File: config.mk
export PLATFORM = sky130hd
export DESIGN_NAME = ppu_write_sequencer
export DESIGN_NICKNAME = d
export VERILOG_FILES = /design/src/rtl/ppu_write_sequencer.sv
export SDC_FILE = /design/constraint.sdc
export NUM_CORES = 1
export LEC_CHECK = 0
export ABC_AREA = 1
export CAP_MARGIN = 30
export CELL_PAD_IN_SITES_DETAIL_PLACEMENT = 1
export CELL_PAD_IN_SITES_GLOBAL_PLACEMENT = 2
export CORE_MARGIN = 2
export CORE_UTILIZATION = 25
export DETAILED_ROUTE_END_ITERATION = 10
export GPL_TIMING_DRIVEN = 0
export HOLD_SLACK_MARGIN = 0.06
export PLACE_DENSITY = 0.6
export SYNTH_ARGS = -nofsm -noshare
export SYNTH_HDL_FRONTEND = slang
export SYNTH_SLANG_ARGS = --single-unit
File: constraint.sdc
create_clock -name clk -period 4.57 [get_ports clk]
set_clock_uncertainty 0.05 [all_clocks]
set_input_delay 0.6855 -clock clk [delete_from_list [all_inputs] [get_ports clk]]
set_output_delay 0.6855 -clock clk [all_outputs]
set_load 0.01 [all_outputs]
File: src/rtl/ppu_write_sequencer.sv
// Queues host PPU register writes and replays them onto the PPU bus during vblank.
// Entries left over when vblank closes are kept, and draining resumes at the next vblank.
//
// state | meaning
// IDLE  | waiting for the host to commit a batch
// ARMED | batch committed, waiting for a vblank rising edge
// DRAIN | inside vblank, issuing one queued write per cycle
// DONE  | batch fully issued, pulsing frame_done
module ppu_write_sequencer (
    input  logic        clk,
    input  logic        reset,
    input  logic        in_valid,
    output logic        in_ready,
    input  logic [11:0] in_addr,
    input  logic [31:0] in_data,
    input  logic        commit,
    input  logic        irq,
    output logic [11:0] address,
    output logic [31:0] write_data,
    output logic        write,
    output logic        chipselect,
    output logic        busy,
    output logic        frame_done,
    output logic        overrun
);

    typedef enum logic [1:0] {IDLE, ARMED, DRAIN, DONE} state_t;

    state_t      state;
    logic [11:0] addr_mem [16];
    logic [31:0] data_mem [16];
    logic [3:0]  wr_ptr;
    logic [3:0]  rd_ptr;
    logic [4:0]  count;
    logic        irq_q;
    logic        push;
    logic        pop;
    logic        vblank_start;

    assign in_ready     = (count < 5'd16);
    assign push         = in_valid && in_ready;
    assign vblank_start = irq && !irq_q;

    // The vblank edge cycle already pops, so the first strobe lands one cycle after irq rises.
    assign pop = (count != 5'd0) &&
                 (((state == ARMED) && vblank_start) || ((state == DRAIN) && irq));

    always_ff @(posedge clk) begin
        if (push) begin
            addr_mem[wr_ptr] <= in_addr;
            data_mem[wr_ptr] <= in_data;
        end
    end

    always_ff @(posedge clk or posedge reset) begin
        if (reset) begin
            state      <= IDLE;
            wr_ptr     <= 4'd0;
            rd_ptr     <= 4'd0;
            count      <= 5'd0;
            irq_q      <= 1'b0;
            address    <= 12'd0;
            write_data <= 32'd0;
            write      <= 1'b0;
            chipselect <= 1'b0;
            busy       <= 1'b0;
            frame_done <= 1'b0;
            overrun    <= 1'b0;
        end else begin
            irq_q <= irq;

            if (push) wr_ptr <= wr_ptr + 4'd1;
            if (pop)  rd_ptr <= rd_ptr + 4'd1;

            case ({push, pop})
                2'b10:   count <= count + 5'd1;
                2'b01:   count <= count - 5'd1;
                default: count <= count;
            endcase

            write      <= pop;
            chipselect <= pop;
            if (pop) begin
                address    <= addr_mem[rd_ptr];
                write_data <= data_mem[rd_ptr];
            end

            frame_done <= 1'b0;

            case (state)
                IDLE: begin
                    if (commit) begin
                        state   <= ARMED;
                        busy    <= 1'b1;
                        overrun <= 1'b0;
                    end
                end
                ARMED: begin
                    if (vblank_start) state <= DRAIN;
                end
                DRAIN: begin
                    // A push landing on an empty queue keeps us here so it drains this window.
                    if ((count == 5'd0) && !push) begin
                        state      <= DONE;
                        frame_done <= 1'b1;
                    end else if (!irq && (count != 5'd0)) begin
                        state   <= ARMED;
                        overrun <= 1'b1;
                    end
                end
                DONE: begin
                    state <= IDLE;
                    busy  <= 1'b0;
                end
                default: begin
                    state <= IDLE;
                    busy  <= 1'b0;
                end
            endcase
        end
    end

endmodule

# [After elaboration in Yosys (flattened, before gate mapping)]
# Memory sizes are Yosys's and may differ from the RTL's. A register that Yosys moved wholly into a read port is not among the register bits.
# Index checks and enable logic that the tools add are counted.
[word_totals] regBits=20 ramBits=704 inputBits=49 output_inout_bits=50 wordCells=62 mem_count=2
[memory_table] memory="data_mem" depth=16 width=32 read_ports=1 rd_ports_with_merged_regs=1 write_ports=1 line_no="31" rtl="logic [31:0] data_mem [16];"
[memory_table] memory="addr_mem" depth=16 width=12 read_ports=1 rd_ports_with_merged_regs=1 write_ports=1 line_no="30" rtl="logic [11:0] addr_mem [16];"
[classes] addsub=4 magnitude_cmp=1 n_eq_ne=10 n_mux=16 n_reduce_logical=20
[op_table] op="5-bit one-hot mux with 2 select lines" n=1
[op_table] op="4-bit by 1-bit adder with 4-bit output (second input constant)" n=2
[op_table] op="1-bit 2-to-1 mux" n=8
[op_table] op="2-bit 2-to-1 mux" n=4
[op_table] op="2-bit one-hot mux with 4 select lines" n=1
[op_table] op="1-bit logical AND" n=7
[op_table] op="2-bit == test (second input constant)" n=3
[op_table] op="2-bit inequality test (second input constant)" n=3
[op_table] op="2-bit nonzero test" n=3
[op_table] op="5-bit by 1-bit adder with 5-bit output (second input constant)" n=1
[op_table] op="5-bit zero test" n=1
[op_table] op="5-bit < comparator (second input constant)" n=1
[op_table] op="5-bit nonzero test" n=1
[op_table] op="5-bit by 1-bit subtractor with 5-bit output (second input constant)" n=1
[op_table] op="2-bit by 1-bit == test with 1-bit output (second input constant)" n=2
[op_table] op="1-bit one-hot mux with 2 select lines" n=2
[op_table] op="4-bit AND reduction" n=1
[op_table] op="1-bit zero test" n=3
[op_table] op="3-bit by 1-bit inequality test with 1-bit output (second input constant)" n=1
[op_table] op="3-bit AND reduction" n=1
[op_table] op="2-bit zero test" n=1
[op_table] op="2-bit by 1-bit inequality test with 1-bit output (second input constant)" n=1
[op_table] op="2-bit AND reduction" n=1
[op_table] op="1-bit logical OR" n=1

# [Logic depth before layout (Yosys ltp)]
# Gate-level depths: netlist (run 1).
[logic_depth] ltp_word=7 depth_mapped=15 depth_no_buf=14

# [Least setup slack after synthesis (run 1)]
# Ideal clock, no wire load.
[synth_timing] path_type="input port to flip-flop" startpoint="input in_valid" endpoint="memory addr_mem[11][0], enable pin" setup_time_ps=446 arrival_ps=3137 t_required_ps=4074 slack_ps=938 cell_stages=4 n_path_buf=0 cell_sequence="inv_1 nor2_1 nand2_1 nor2_1"
[synth_between] elab_chain_len=3
[synth_rtl] item="from (decl)" line_no="12" rtl="input logic in_valid,"
[synth_rtl] item="1-bit logical AND" line_no="41" rtl="assign push = in_valid && in_ready;"
[synth_rtl] item="1-bit 2-to-1 mux" line_no="49" rtl="if (push) begin"
[synth_rtl] item="1-bit 2-to-1 mux (not written as such)" line_no="50" rtl="addr_mem[wr_ptr] <= in_addr;"
[synth_rtl] item="to (decl)" line_no="30"
# Every way passes these cells.

# [Worst setup path after layout (run 1)]
[layout_timing] startpoint="input in_valid" endpoint="memory data_mem[0][22], enable pin"
[layout_between] elab_chain_len=3
[layout_rtl] item="1-bit logical AND" line_no="41"
[layout_rtl] item="1-bit 2-to-1 mux" line_no="49"
[layout_rtl] item="1-bit 2-to-1 mux (not written as such)" line_no="51" rtl="data_mem[wr_ptr] <= in_data;"
[layout_rtl] item="to (decl)" line_no="31"
# Every way passes these cells.

==> results.py, run 1 <==
metrics = {
    "run_status": {
        "outcome": "complete, no violations",
    },
    "power": {
        "swShare_pct": 37.71,
        "power_frac_seq_pct": 36.3,
        "netSwitchingPower_w": 0.009008,
        "leakagePower_nw": 13.86,
        "internal_power_w": 0.01488,
        "powerDensity_nw_per_um2": 638.8,
        "pwr-share-clk_pct": 29.1,
        "worst_ir_drop_vdd_v": 0.0003002,
        "combPwrFrac_pct": 34.6,
    },
    "cts": {
        "cts_tree": "built",
        "htreeDepth": 3,
        "postCtsHoldBufs": 0,
        "clk_latency_ns": 0.66,
        "cts_buffers": 88,
        "post_cts_buffers": 0,
        "clkSinkCount": 768,
        "cts.path.max_buffers": 3,
        "cts_resized": 0,
        "clkTransAtPathRegs_ns": 0.06,
        "clockRootBuffer": "clkbuf_16",
    },
    "sta": {
        "finalCriticalPeriod_ns": 2.967,
        "hold_viol": 0,
        "drv_slew": 0,
        "max_slew_margin_pct": 34.61,
        "finalSetupViolations": 0,
        "rsz0062_at_grt": "no",
        "setup_slack_ns": 1.603,
        "fin_crit_sh_pct": 64.91,
        "fmax_mhz": 337.1,
        "worst_slew_pin_slew_ns": 0.9809,
    },
    "logic_synthesis": {
        "synth_area_leaders": "edfxtp_1 69%, nand2_1 13%, nand3_1 7.5%",
        "seq_area_frac_synth_pct": 74.12,
        "yosysWarnings": 0,
        "avgSynthCellArea_um2": 11.79,
        "synth_cell_types": 25,
        "syn_nets": 2662,
        "synthCells": 2603,
        "syn_area_um2": 30680,
        "yosys.area.top_type_share_pct": 68.90,
        "yosys.area.top_type": "edfxtp_1",
        "synth-seq-cells": 768,
    },
    "route": {
        "wl_per_cell_um": 23.10,
        "routed_via_density": 4.557,
        "via_count": 20630,
        "drt_iter0_markers": 1418,
        "wirelength_mm": 104.6,
        "drtAntennaViolNets": 0,
        "drtPass1Iterations": 5,
        "drc": 0,
    },
    "die": {
        "initial_core_util_pct": 25.21,
        "die_area_um2": 125600,
        "die_w_um": 354.3,
        "dieHeight_um": 354.3,
        "num_rows": 128,
        "fp.coreArea_um2": 121700,
        "ios": 99,
    },
    "finish": {
        "area_growth_syn_to_layout_pct": 21.88,
        "nNetsFinal": 2885,
        "drive_above_1_share_pct": 10.41,
        "stdcell_area_um2": 37400,
        "finalCoreUtilization_pct": 30.72,
        "stdcell_count": 4527,
    },
    "placement": {
        "dp_cells": 4361,
        "gp_congestion": 0.7783,
        "port_buffers": 98,
        "post-place-ws_ns": 0.9044,
        "place_area_um2": 34570,
        "place_hpwl_mm": 71.26,
    },
    "setup_path": {
        "worstSetupEndpointType": "flip-flop",
        "critPathMostFrequentCell": "buf_12",
        "arrival_ns": 3.26,
        "slowest_stage": "nor2_4",
        "max_stage_delay_ns": 0.64,
        "crit_path_start_kind": "input pin",
        "worstPathMaxFanout": 17,
        "cp.required_ns": 4.86,
        "reg2reg_depth": 15,
        "critical_path_class": "input pin to flip-flop",
        "crit_path_cell_trace": "clkdlybuf4s50_1, inv_1, nor2_1, nand2_1, nor2_4, buf_12, buf_12",
    },
    "global_routing": {
        "grt_pass1_wl_mm": 151.0,
        "grt_pass1_vias": 21610,
        "grt_usage_pct": 16.52,
        "grt.overflow.total": 0,
        "grt_max_degree": 44,
        "antenna_found_initial": 3,
    },
    "run": {
        "cap_violations": 0,
    },
    "hold_path": {
        "hp-class": "input pin to async pin",
    },
}
## synth_stat cells
| master | number |
|---|---|
| buf_1 | 11 |
| buf_2 | 86 |
| nand3_1 | 462 |
| edfxtp_1 | 704 |
| buf_4 | 28 |
| nand4_1 | 3 |
| clkbuf_1 | 21 |
| inv_1 | 19 |
| dfrtp_1 | 64 |
| o22a_1 | 1 |
| a21oi_1 | 50 |
| o21bai_1 | 1 |
| xor2_1 | 6 |
| buf_6 | 4 |
| fa_1 | 1 |
| nor2_2 | 1 |
| ha_1 | 9 |
| o21ai_1 | 1 |
| inv_2 | 6 |
| o21a_1 | 2 |
| nor3_1 | 1 |
| xnor2_1 | 2 |
| nand2_1 | 1090 |
| nor2_1 | 24 |
| o21ai_0 | 6 |
## per-layer routing
layer  global-route usage (%)  up-vias  share of wire, %
li1                         -     9460                 -
met1                    20.98    10600                43
met2                    29.63      421                51
met3                    2.427      148               3.9
met4                    3.585        4               2.1
met5                        0        -             0.019
## final timing paths
path	startpoint	endpoint	slack (ns)
worst max register to register	state[1]$_DFFE_PP0P_	count[4]$_DFFE_PP0P_	1.68
worst max-delay path	in_valid	data_mem[0][22]$_DFFE_PP_	1.60
worst min register to register	write_data[21]$_DFFE_PP0P_	write_data[21]$_DFFE_PP0P_	0.43
worst min-delay path	reset	write_data[23]$_DFFE_PP0P_	0.34
max in group asynchronous	reset	write_data[8]$_DFFE_PP0P_	3.48
min in group clk	write_data[21]$_DFFE_PP0P_	write_data[21]$_DFFE_PP0P_	0.43
## final cells by class
cell class / instances / area, µm²
antenna: 1 / 2.502
buffer: 150 / 805.8
clock buffer: 123 / 2487
clock inverter: 42 / 335.3
fill: 13360 / 84320
inverter: 25 / 96.34
multi-input combinational: 1660 / 7163
sequential: 768 / 22740
tap: 1625 / 2033
timing repair buffer: 133 / 1732
## registers in the layout (all words and copies together), names as in the netlist
signal / cells
chipselect: 1
write_data: 32
addr_mem: 192
address: 12
irq_q: 1
busy: 1
data_mem: 512
rd_ptr: 4
wr_ptr: 4
overrun: 1
count: 5
state: 2
frame_done: 1
## critical path: cells and delay by family
kind / cells / cell delay [ns]
and+or+nand+nor: 3 / 1.54
buffers and inverters: 4 / 0.98
## power by group through the flow
stage / clock network, W / registers (W) / logic (W)
6_report: 0.00696 / 0.00868 / 0.00826
5_1_grt: 0.00739 / 0.00874 / 0.00910
4_1_cts: 0.00713 / 0.00868 / 0.00846
3_5_place_dp: 0 / 0.00882 / 0.00843
3_3_place_gp: 0 / 0.00887 / 0.00805
2_1_floorplan: 0 / 0.00887 / 0.00447
## cell families (layout without fill, tap and decap cells)
group	Yosys count	count (layout)	synth area share (%)
AND/OR/NAND/NOR	1581	1581	21.26
flip-flops	768	768	74.12
buffers and inverters	175	473	2.932
AO/OA/AOI/OAI	61	61	1.032
adder cells (fa/ha/maj)	10	10	0.4322
XOR/XNOR	8	8	0.2284
other	0	1	0
## through the flow
stage	TNS (ns)	hold slack, ns	total power, W
global route	0	0.3538	0.02523
CTS	0	0.3223	0.02428
detailed placement	0	0.4152	0.01725
finish	0	0.3376	0.02389
global placement	-1632.90	0.4147	0.01692
floorplan	0	0.4313	0.01333
## cell usage in the layout (no fill, tap or decap), types with 4 or more instances in the layout
| master | count |
|---|---|
| clkinv_1 | 17 |
| clkdlybuf4s50_1 | 98 |
| clkbuf_16 | 91 |
| buf_1 | 11 |
| nor2_1 | 8 |
| inv_2 | 6 |
| buf_6 | 4 |
| clkbuf_1 | 44 |
| a21oi_1 | 50 |
| nor2_4 | 16 |
| ha_1 | 9 |
| o21ai_0 | 6 |
| buf_2 | 86 |
| inv_1 | 18 |
| xor2_1 | 6 |
| clkbuf_8 | 9 |
| nand2_1 | 1090 |
| nand3_1 | 462 |
| buf_16 | 8 |
| edfxtp_1 | 704 |
| buf_4 | 28 |
| dfrtp_1 | 64 |
| buf_12 | 25 |
| inv_6 | 4 |
| clkinv_2 | 14 |
| bufinv_16 | 5 |
No activity file was read; power rests on OpenSTA's default activity.
==> run 2, diff against run 1 <==
==> constraint.sdc (replaced) <==
create_clock -name clk -period 2.8 [get_ports clk]
set_clock_uncertainty 0.05 [all_clocks]
set_input_delay 0.42 -clock clk [delete_from_list [all_inputs] [get_ports clk]]
set_output_delay 0.42 -clock clk [all_outputs]
set_load 0.01 [all_outputs]
==> run 2 against run 1 <==
Hold slack got worse by 0.26 ns. Final area rose by 0.91%. Total power rose by 65%. Sequential power rose by 64%. Setup slack got worse by 1.4 ns. Routed wire length rose by 0.77%. Critical path depth rose by 6. Via count rose by 0.79%. Combinational power rose by 65%. Final cell count rose by 0.53%. Die area did not move. Critical path type is now flip-flop to flip-flop. Critical endpoint is now count[4]$_DFFE_PP0P_. Largest power group unchanged.
==> results.py, run 2 (same netlist as run 1, synthesis figures left out) <==
metrics = {
    "setup_path": {
        "critical_path_class": "flip-flop to flip-flop",
        "reg2reg_depth": 13,
        "worstReg2RegEnd": "count[4]$_DFFE_PP0P_",
        "max_stage_delay_ns": 0.43,
        "worstPathMaxFanout": 11,
        "critPathBufInv": 2,
        "rrSetupSlack_ns": 0.21,
        "critPathMostFrequentCell": "nand2_1",
        "arrival_ns": 3.12,
        "path_depth": 13,
        "crit_path_start_kind": "flip-flop",
        "timing.rr.start": "count[0]$_DFFE_PP0P_",
        "worstSetupEndpointType": "flip-flop",
        "crit_path_cell_trace": "nor2_1, nand3_1, nand2_2, inv_4, buf_6, ha_4, fa_1, nand2_1, nand2_1, a21oi_2, xor2_1, nand2_1, o21ai_0",
        "critical-path-top-delay-family": "simple AND/OR/NAND/NOR gates",
        "cp.required_ns": 3.33,
        "slowest_stage": "dfrtp_1",
    },
    "power": {
        "worst_ir_drop_vdd_v": 0.0005336,
        "netSwitchingPower_w": 0.01490,
        "pwr-share-clk_pct": 29.4,
        "leakagePower_nw": 14.01,
        "combPwrFrac_pct": 34.6,
        "swShare_pct": 37.91,
        "powerDensity_nw_per_um2": 1042,
        "internal_power_w": 0.02441,
        "power_frac_seq_pct": 36.1,
    },
    "route": {
        "via_count": 20800,
        "drtPass1Iterations": 5,
        "met2WireLength_mm": 53.30,
        "drtAntennaViolNets": 0,
        "dr_wl_met3_mm": 4.043,
        "wirelength_mm": 105.4,
        "routed_via_density": 4.569,
        "drt_iter0_markers": 1336,
        "topRoutingLayerUsed": "met5",
        "wl_met1_mm": 44.99,
        "wl_per_cell_um": 23.15,
        "drc": 0,
    },
    "die": {
        "initial_core_util_pct": 25.21,
        "num_rows": 128,
        "die_area_um2": 125600,
        "fp.coreArea_um2": 121700,
        "ios": 99,
        "dieHeight_um": 354.3,
        "die_w_um": 354.3,
    },
    "sta": {
        "finalCriticalPeriod_ns": 2.590,
        "fin_tns_setup_ns": 0,
        "fmax_mhz": 386.1,
        "worst_slew_pin_slew_ns": 0.9728,
        "fin_crit_sh_pct": 92.51,
        "finalSetupViolations": 0,
        "hold_viol": 0,
        "fin_hold_ws_ns": 0.07990,
        "drv_slew": 0,
        "max_slew_margin_pct": 35.15,
    },
    "finish": {
        "largest-register": "data_mem",
        "area_growth_syn_to_layout_pct": 22.99,
        "fillers": 13370,
        "final_cell_mix": "1089 x nand2_1, 704 x edfxtp_1, 462 x nand3_1, 98 x clkdlybuf4s50_1, 92 x clkbuf_16",
        "reg_top3": "data_mem x512, addr_mem x192, write_data x32",
        "nNetsFinal": 2907,
        "drive_above_1_share_pct": 11.52,
        "stdcell_count": 4551,
        "largest_register_ffs": 512,
        "final_common_cell": "nand2_1",
    },
    "global_routing": {
        "antenna_found_initial": 3,
        "grt_pass1_vias": 22160,
        "grt_usage_pct": 16.69,
        "grt_max_degree": 40,
        "grt.overflow.total": 0,
        "grt_pass1_wl_mm": 152.1,
    },
    "placement": {
        "port_buffers": 98,
        "dp_cells": 4360,
        "gp_congestion": 0.7770,
        "place_hpwl_mm": 71.64,
    },
    "cts": {
        "cts_tree": "built",
        "clkSinkCount": 768,
        "htreeDepth": 3,
        "cts.path.max_buffers": 3,
        "clk_latency_ns": 0.67,
        "cts_buffers": 91,
        "clockRootBuffer": "clkbuf_16",
        "postCtsHoldBufs": 0,
        "clkTransAtPathRegs_ns": 0.05,
    },
    "run_status": {
        "outcome": "complete, no violations",
    },
    "hold_path": {
        "hp-class": "input pin to async pin",
    },
    "run": {
        "cap_violations": 0,
    },
}
[run 2: changes by cell type in the layout (fill, tap and decap cells not counted), sizes merged]
cell	previous run	this run
clkinv	32	31
inv	29	32
clkinvlp	1	5
bufinv	5	4
buf	164	183
[run 2: timing repair]
action,4_1_cts,5_1_grt
gates resized for setup,3,5
gates cloned,0,0
endpoints found under the setup margin,46,209
pin swaps,3,5
buffers inserted,3,16
[run 2: worst max path at each step]
stage	startpoint	endpoint	slack, ns
2_1_floorplan	in_valid	addr_mem[11][0]$_DFFE_PP_	-0.57
5_1_grt	state[0]$_DFFE_PP0P_	count[4]$_DFFE_PP0P_	-0.01
3_3_place_gp	in_valid	data_mem[15][6]$_DFFE_PP_	-4.29
4_1_cts	count[4]$_DFFE_PP0P_	data_mem[7][28]$_DFFE_PP_	0.003
6_report	count[0]$_DFFE_PP0P_	count[4]$_DFFE_PP0P_	0.21
3_5_place_dp	in_valid	data_mem[15][6]$_DFFE_PP_	-0.74
[run 2: area by class of cell]
type	count	area (µm²)	share of cell area, %
inverter	25	98.84	0.2619
sequential	768	22740	60.26
clock buffer	123	2519	6.674
clock inverter	47	374.1	0.9913
antenna	1	2.502	0.006631
buffer	150	812.0	2.152
tap	1625	2033	5.388
multi-input combinational	1660	7184	19.04
timing repair buffer	152	1972	5.225
[run 2: worst register-to-register path, cell delays in order (launching register included)]
cell and delay [ns]:
dfrtp_1 0.43, nor2_1 0.19, nand3_1 0.16, nand2_2 0.15
inv_4 0.10, buf_6 0.18, ha_4 0.20, fa_1 0.41
nand2_1 0.12, nand2_1 0.08, a21oi_2 0.14, xor2_1 0.18
nand2_1 0.06, o21ai_0 0.06
[run 2: power by group through the flow]
stage	combinational, W	clock (W)	sequential (W)
3_3_place_gp	0.0131	0	0.0145
3_5_place_dp	0.0137	0	0.0144
4_1_cts	0.0138	0.0118	0.0142
6_report	0.0136	0.0115	0.0142
5_1_grt	0.0150	0.0122	0.0143
2_1_floorplan	0.00730	0	0.0145
[run 2: metrics by stage]
stage | power [W] | utilization, % | worst slack [ns] | cell area, µm²
after global placement | 0.02758 | 27.70 | -4.288 | 33710
after global routing | 0.04155 | 31.00 | -0.01157 | 37730
after floorplan | 0.02176 | - | -0.5669 | 30700
after CTS | 0.03985 | 30.82 | 0.002920 | 37510
final | 0.03931 | 31.00 | 0.2097 | 37740
after detailed placement | 0.02815 | 28.41 | -0.7434 | 34580
[run 2: per-layer routing]
layer	vias to the layer above	track usage, %
li1	9523	-
met1	10680	20.77
met2	419	29.69
met3	171	2.504
met4	2	5.178
met5	-	0
